## src/rtl/regfile_pkg.sv

```systemverilog
// Shared register-file definitions: widths, address/data types and scanner states.
package regfile_pkg;

   localparam int RF_ADDR_W   = 6;
   localparam int RF_DATA_W   = 64;
   localparam int RF_NUM_REGS = 32;

   typedef logic [RF_ADDR_W-1:0] rf_addr_t;
   typedef logic [RF_DATA_W-1:0] rf_data_t;

   typedef enum logic [1:0] {
      IDLE = 2'd0,
      READ = 2'd1,
      SEND = 2'd2,
      DONE = 2'd3
   } scan_state_t;

endpackage

```

## src/rtl/regfile_scanner.sv

```systemverilog
// Register-file scanner: on start, reads every register through the read port
// and streams one valid/ready beat per register (address, data, last flag).
// Optional build macro REGFILE_SCANNER_SKIP_X0_EN: begin the scan at address 1
// so x0 is never read or emitted (needs NUM_REGS >= 2).
module regfile_scanner
   import regfile_pkg::*;
#(
   parameter int ADDR_W   = RF_ADDR_W,
   parameter int DATA_W   = RF_DATA_W,
   parameter int NUM_REGS = RF_NUM_REGS
) (
   input  logic              clk,
   input  logic              rst,
   input  logic              start,
   output logic              busy,
   output logic              done,
   output logic [ADDR_W-1:0] rf_addr,
   input  logic [DATA_W-1:0] rf_data,
   output logic              out_valid,
   input  logic              out_ready,
   output logic [ADDR_W-1:0] out_addr,
   output logic [DATA_W-1:0] out_data,
   output logic              out_last
);

`ifdef REGFILE_SCANNER_SKIP_X0_EN
   localparam logic [ADDR_W-1:0] FIRST_IDX = ADDR_W'(1);
`else
   localparam logic [ADDR_W-1:0] FIRST_IDX = '0;
`endif

   // Compare against the final address truncated to the index width.
   localparam logic [ADDR_W-1:0] LAST_IDX = ADDR_W'(NUM_REGS - 1);

   scan_state_t       state_reg;
   scan_state_t       state_next;
   logic [ADDR_W-1:0] idx_reg;
   logic [ADDR_W-1:0] out_addr_reg;
   logic [DATA_W-1:0] out_data_reg;
   logic              out_last_reg;

   // A beat is only held in SEND, so a transfer is SEND plus consumer ready.
   logic xfer;
   assign xfer = (state_reg == SEND) && out_ready;

   // State register; reset abandons any scan in flight.
   always_ff @(posedge clk) begin
      if (rst) begin
         state_reg <= IDLE;
      end else begin
         state_reg <= state_next;
      end
   end

   // Next-state logic: READ and DONE last one cycle, SEND waits for a transfer.
   always_comb begin
      state_next = state_reg;
      unique case (state_reg)
         IDLE: if (start) state_next = READ;
         READ: state_next = SEND;
         SEND: if (xfer) state_next = out_last_reg ? DONE : READ;
         DONE: state_next = IDLE;
         default: state_next = IDLE;
      endcase
   end

   // Index counter and beat capture; beat fields are frozen throughout SEND.
   always_ff @(posedge clk) begin
      if (rst) begin
         idx_reg      <= '0;
         out_addr_reg <= '0;
         out_data_reg <= '0;
         out_last_reg <= 1'b0;
      end else begin
         unique case (state_reg)
            IDLE: begin
               if (start) idx_reg <= FIRST_IDX;
            end
            READ: begin
               out_data_reg <= rf_data;
               out_addr_reg <= idx_reg;
               out_last_reg <= (idx_reg == LAST_IDX);
            end
            SEND: begin
               // The index stops at the last address, so it never wraps.
               if (xfer && !out_last_reg) idx_reg <= idx_reg + ADDR_W'(1);
            end
            default: ;
         endcase
      end
   end

   // Status and handshake outputs decoded from the current state.
   always_comb begin
      busy      = (state_reg == READ) || (state_reg == SEND);
      done      = (state_reg == DONE);
      out_valid = (state_reg == SEND);
   end

   // rf_addr follows the index, so it holds its last value between scans.
   assign rf_addr  = idx_reg;
   assign out_addr = out_addr_reg;
   assign out_data = out_data_reg;
   assign out_last = out_last_reg;

endmodule
```

## config.mk

```make
export PLATFORM = sky130hd
export DESIGN_NAME = regfile_scanner
export DESIGN_NICKNAME = d
export VERILOG_FILES = /design/src/rtl/regfile_pkg.sv /design/src/rtl/regfile_scanner.sv
export SDC_FILE = /design/constraint.sdc
export NUM_CORES = 1
export LEC_CHECK = 0
export ABC_AREA = 1
export CAP_MARGIN = 20
export CORE_ASPECT_RATIO = 0.9
export CORE_UTILIZATION = 43
export CTS_CLUSTER_SIZE = 16
export DETAILED_ROUTE_END_ITERATION = 10
export HOLD_SLACK_MARGIN = 0.08
export PLACE_DENSITY = 0.83
export SETUP_SLACK_MARGIN = 0.4
export SKIP_LAST_GASP = 1
export SLEW_MARGIN = 5
export SYNTH_ARGS = -nofsm -noshare
export SYNTH_HDL_FRONTEND = slang
export SYNTH_SLANG_ARGS = --single-unit
```

## constraint.sdc

```tcl
create_clock -name clk -period 3 [get_ports clk]
set_clock_uncertainty 0.05 [all_clocks]
set_input_delay 0.75 -clock clk [delete_from_list [all_inputs] [get_ports clk]]
set_output_delay 0.75 -clock clk [all_outputs]
set_load 0.02 [all_outputs]
```

==> After elaboration in Yosys (flattened, before gate mapping) <==
Cells that the tools add are included.
W data, S select, Z words.
{ "classes": {"n_reduce_logical": 8, "n_eq_ne": 7, "n_mux": 7, "addsub": 1} }
{ "op_table": {"columns": ["cell", "count"], "rows": [
  ["$mux W6", 2],
  ["$pmux W6 S2", 1],
  ["$pmux W2 S4", 1],
  ["$add A6 B1 Y6 const B", 1],
  ["$eq A6 B5 Y1 const B", 1],
  ["$mux W2", 3],
  ["$eq A2 B2 Y1 const B", 2],
  ["$ne A2 B1 Y1 const B", 2],
  ["$reduce_and A3 Y1", 1],
  ["$eq A2 B1 Y1 const B", 1],
  ["$logic_and A1 B1 Y1", 2],
  ["$logic_not A2 Y1", 1],
  ["$ne A2 B2 Y1 const B", 1],
  ["$reduce_and A2 Y1", 1],
  ["$reduce_bool A2 Y1", 1],
  ["$logic_not A1 Y1", 1],
  ["$logic_or A1 B1 Y1", 1]
]} }
{ "totals": {"wordCells": 28, "output_inout_bits": 80, "input_bits": 68, "regBits": 79} }

==> Longest topological paths before layout <==
{ "logic_depth": {"word_depth": 5, "mapped_depth": 10} }

==> Worst setup path after synthesis <==
No wires, ideal clock.
{ "synth_path": {"path_type": "register to output", "startpoint": "reg state_reg[1]", "endpoint": "out busy", "path_slack_ns": 1.402, "required_ns": 2.200, "arrival_time_ns": 0.798, "n_path_buf": 0, "path_stages_with_launch": 3, "cell_sequence": "dfxtp_1 -> inv_1 -> ha_1"} }
{ "synth_between": {"elab_chain_len": 2} }
{ "synth_rtl": {"columns": ["element", "line_no", "text"], "rows": [
  ["start: declaration", "regfile_scanner.sv:35", "scan_state_t state_reg;"],
  ["start signal: assignment", "regfile_scanner.sv:51", "state_reg <= state_next;"],
  ["$eq A2 B1 Y1 or $eq A2 B2 Y1 (tied branches)", "regfile_scanner.sv:95", "busy = (state_reg == READ) || (state_reg == SEND);"],
  ["$logic_or A1 B1 Y1 (*)", "regfile_scanner.sv:95", null],
  ["end: declaration", "regfile_scanner.sv:15", "output logic busy,"]
]} }
Mark *: on every way between the ends. The rest lies on a longest branch, timed or not.

==> Final worst setup path <==
{ "layout_path": {"startpoint": "reg state_reg[1]", "endpoint": "out done"} }
{ "layout_between": {"elab_chain_len": 1} }
{ "layout_rtl": {"columns": ["element", "line_no", "text"], "rows": [
  ["$eq A2 B2 Y1", "regfile_scanner.sv:96", "done = (state_reg == DONE);"],
  ["end: declaration", "regfile_scanner.sv:16", "output logic done,"]
]} }
No other way between the ends.

==> results.sh <==
export IMPL_die_y_um=81.76
export IMPL_cp_slowest_cell="clkdlybuf4s50_1"
export IMPL_fin_crit_sh_pct=77.50
export IMPL_crit_type="reg -> out"
export IMPL_dp_hpwl_um=5566
export IMPL_drv_slew=0
export IMPL_largest_register_ffs=64
export IMPL_grt_max_degree=69
export IMPL_hold_viol=0
export IMPL_drive_gt1_share_pct=9.560
export IMPL_clk_latency_ns=0.34
export IMPL_rrSetupSlack_ns=0.96
export IMPL_syn_inst=380
export IMPL_hold_ws_ns=0.4226
export IMPL_ios=148
export IMPL_post_cts_buffers=0
export IMPL_grt_pass1_vias=2737
export IMPL_start_kind="flop"
export IMPL_cts_tree="yes"
export IMPL_cp_cell_sequence="ha_1, clkdlybuf4s50_1"
export IMPL_required_ns=2.20
export IMPL_track_usage_pct=22.09
export IMPL_cpPeakStageDelay_ns=0.61
export IMPL_peakVddDrop_mv=0.5298
export IMPL_place_congestion=0.7911
export IMPL_core_area_sq_um=6691
export IMPL_ant_nets=0
export IMPL_viasPerCell=4.838
export IMPL_period_minus_slack_ns=2.325
export IMPL_initial_core_util_pct=45.42
export IMPL_grt_pass1_wl_um=12990
export IMPL_status="finished clean"
export IMPL_antenna_found_initial=0
export IMPL_clkTransAtPathRegs_ns=0.08
export IMPL_remaining_drc_errors=0
export IMPL_critPathTopFamily="buffers and inverters"
export IMPL_vias=2966
export IMPL_hp_class="reg -> reg"
export IMPL_wl_per_cell_um=13.30
export IMPL_setup_viol=0
export IMPL_yosysWarnings=0
export IMPL_pwr_density_cell_nw_per_um2=873.1
export IMPL_layout_common_cells="145 x clkdlybuf4s50_1, 122 x nor2_1, 79 x dfxtp_1"
export IMPL_n_antenna_cell=0
export IMPL_dieArea_sq_um=7408
export IMPL_cts_sinks=79
export IMPL_worst_path_buf_inv=1
export IMPL_syn_num_nets=454
export IMPL_die_w_um=90.62
export IMPL_ctsRootBufferMaster="clkbuf_8"
export IMPL_h_tree_depth=3
export IMPL_worstPathMaxFanout=4
export IMPL_max_cap_violations=0
export IMPL_syn_to_final_growth_pct=55.08
export IMPL_rows=28
export IMPL_fin_util_pct=70.44
export IMPL_worst_pin_slew_ns=0.7899
export IMPL_clock_path_buffers=2
export IMPL_netlist_area_sq_um=3039
export IMPL_syn_mean_instance_area_sq_um=7.998
export IMPL_drt_total_wl_um=8152
export IMPL_dr_pass1_iters=5
export IMPL_crit_arrival_ns=1.53
export IMPL_p_leak_nw=1.928
export IMPL_fillers=515
export IMPL_rsz0062_at_grt="no"
export IMPL_crit_path_end_kind="primary output"
export IMPL_fin_setup_tns_ns=0
export IMPL_finish_net_count=592
export IMPL_portBuffers=147
export IMPL_relSlewSlack_pct=47.34
export IMPL_yosysUniqueCellTypes=24
export IMPL_drt_first_iter_violations=98
export IMPL_overflow=0
export IMPL_ys_seq_area_share_pct=52.04
export IMPL_ys_ff_latch=79
export IMPL_numCtsBuffers=9
export IMPL_fmax_mhz=430.1
export IMPL_ctsHoldBuffers=0
export IMPL_layout_commonest_cell="clkdlybuf4s50_1"
-- routing by layer --
| layer | track usage [%] | wire length, um | vias up |
|---|---|---|---|
| met5 | 0 | 0 | - |
| met4 | 4.677 | 55 | 0 |
| met3 | 8.704 | 751 | 6 |
| met2 | 38.03 | 3866 | 117 |
| met1 | 26.34 | 3479 | 1358 |
| li1 | - | - | 1485 |
-- final cells by class --
cell class	count	area [sq um]	area share [%]
inverter	14	55.05	1.168
tap	90	112.6	2.389
clock inverter	5	63.81	1.354
clock buffer	11	151.4	3.212
sequential	79	1582	33.55
timing repair buffer	150	1495	31.72
multi-input combinational	264	1254	26.60
-- worst reg2reg max path, delay by kind of cell, from the launching register on --
kind | cells | cell delay (ns)
adder cells (fa/ha/maj) | 1 | 0.62
buffers and inverters | 2 | 0.59
flip-flops | 1 | 0.35
AND/OR/NAND/NOR | 2 | 0.33
-- what timing repair did --
action | CTS | global route
setup endpoints to repair | 1 | 1
pin swaps | 0 | 0
resized for setup | 2 | 1
endpoints found under the hold margin | 0 | 0
-- report_power, final --
group / total (W) / internal (W) / switching [W]
Clock: 0.000826 / 0.000436 / 0.000390
Sequential: 0.00149 / 0.00134 / 0.000150
Combinational: 0.00180 / 0.000770 / 0.00103
-- cell usage after synthesis --
| master | count | share of area, % |
|---|---|---|
| nor2_1 | 122 | 15 |
| dfxtp_1 | 79 | 52 |
| o21ai_0 | 72 | 12 |
| nor2_2 | 20 | 4.1 |
| nand2_1 | 18 | 2.2 |
| inv_1 | 12 | 1.5 |
| a21oi_1 | 11 | 1.8 |
| buf_2 | 11 | 1.8 |
| ha_1 | 6 | 2.5 |
| nand3_1 | 5 | 0.82 |
| clkbuf_2 | 4 | 0.66 |
| nand2_2 | 4 | 0.82 |
| buf_6 | 3 | 1.1 |
| buf_8 | 2 | 0.99 |
| clkbuf_1 | 2 | 0.25 |
| a211oi_1 | 1 | 0.25 |
| a21oi_2 | 1 | 0.29 |
| buf_4 | 1 | 0.25 |
| inv_2 | 1 | 0.12 |
| inv_4 | 1 | 0.21 |
| nand3_2 | 1 | 0.33 |
| nand4_1 | 1 | 0.21 |
| nor2_8 | 1 | 0.66 |
| nor3_1 | 1 | 0.16 |
-- metrics by stage --
step,total power [W],instances,instance area [sq um],setup WS (ns)
6_report,0.004115,613,4713,0.6750
5_1_grt,0.004369,613,4713,0.6108
4_1_cts,0.004141,613,4711,0.4703
3_5_place_dp,0.003313,597,4494,0.6771
3_3_place_gp,0.003262,597,4494,0.7341
2_1_floorplan,0.002555,380,3039,1.402
-- cells by family (layout without fill, tap and decap cells) --
logic type | Yosys count | in the layout | synth area share [%]
flip-flops | 79 | 79 | 52.04
AND/OR/NAND/NOR | 173 | 173 | 24.41
adder cells (fa/ha/maj) | 6 | 6 | 2.470
buffers and inverters | 37 | 180 | 6.875
AO/OA/AOI/OAI | 85 | 85 | 14.20
-- final timing paths --
path | start | endpoint | cells past startpoint
setup reg to reg | state_reg[1]$_SDFFE_PP0P_ | out_data[4]$_SDFFE_PP0N_ | 5
hold / removal | out_addr[4]$_SDFFE_PP0N_ | out_addr[4]$_SDFFE_PP0N_ | 2
hold reg to reg | out_addr[4]$_SDFFE_PP0N_ | out_addr[4]$_SDFFE_PP0N_ | 2
setup / recovery | state_reg[1]$_SDFFE_PP0P_ | done | 2
(Power assumes the default switching activity.)
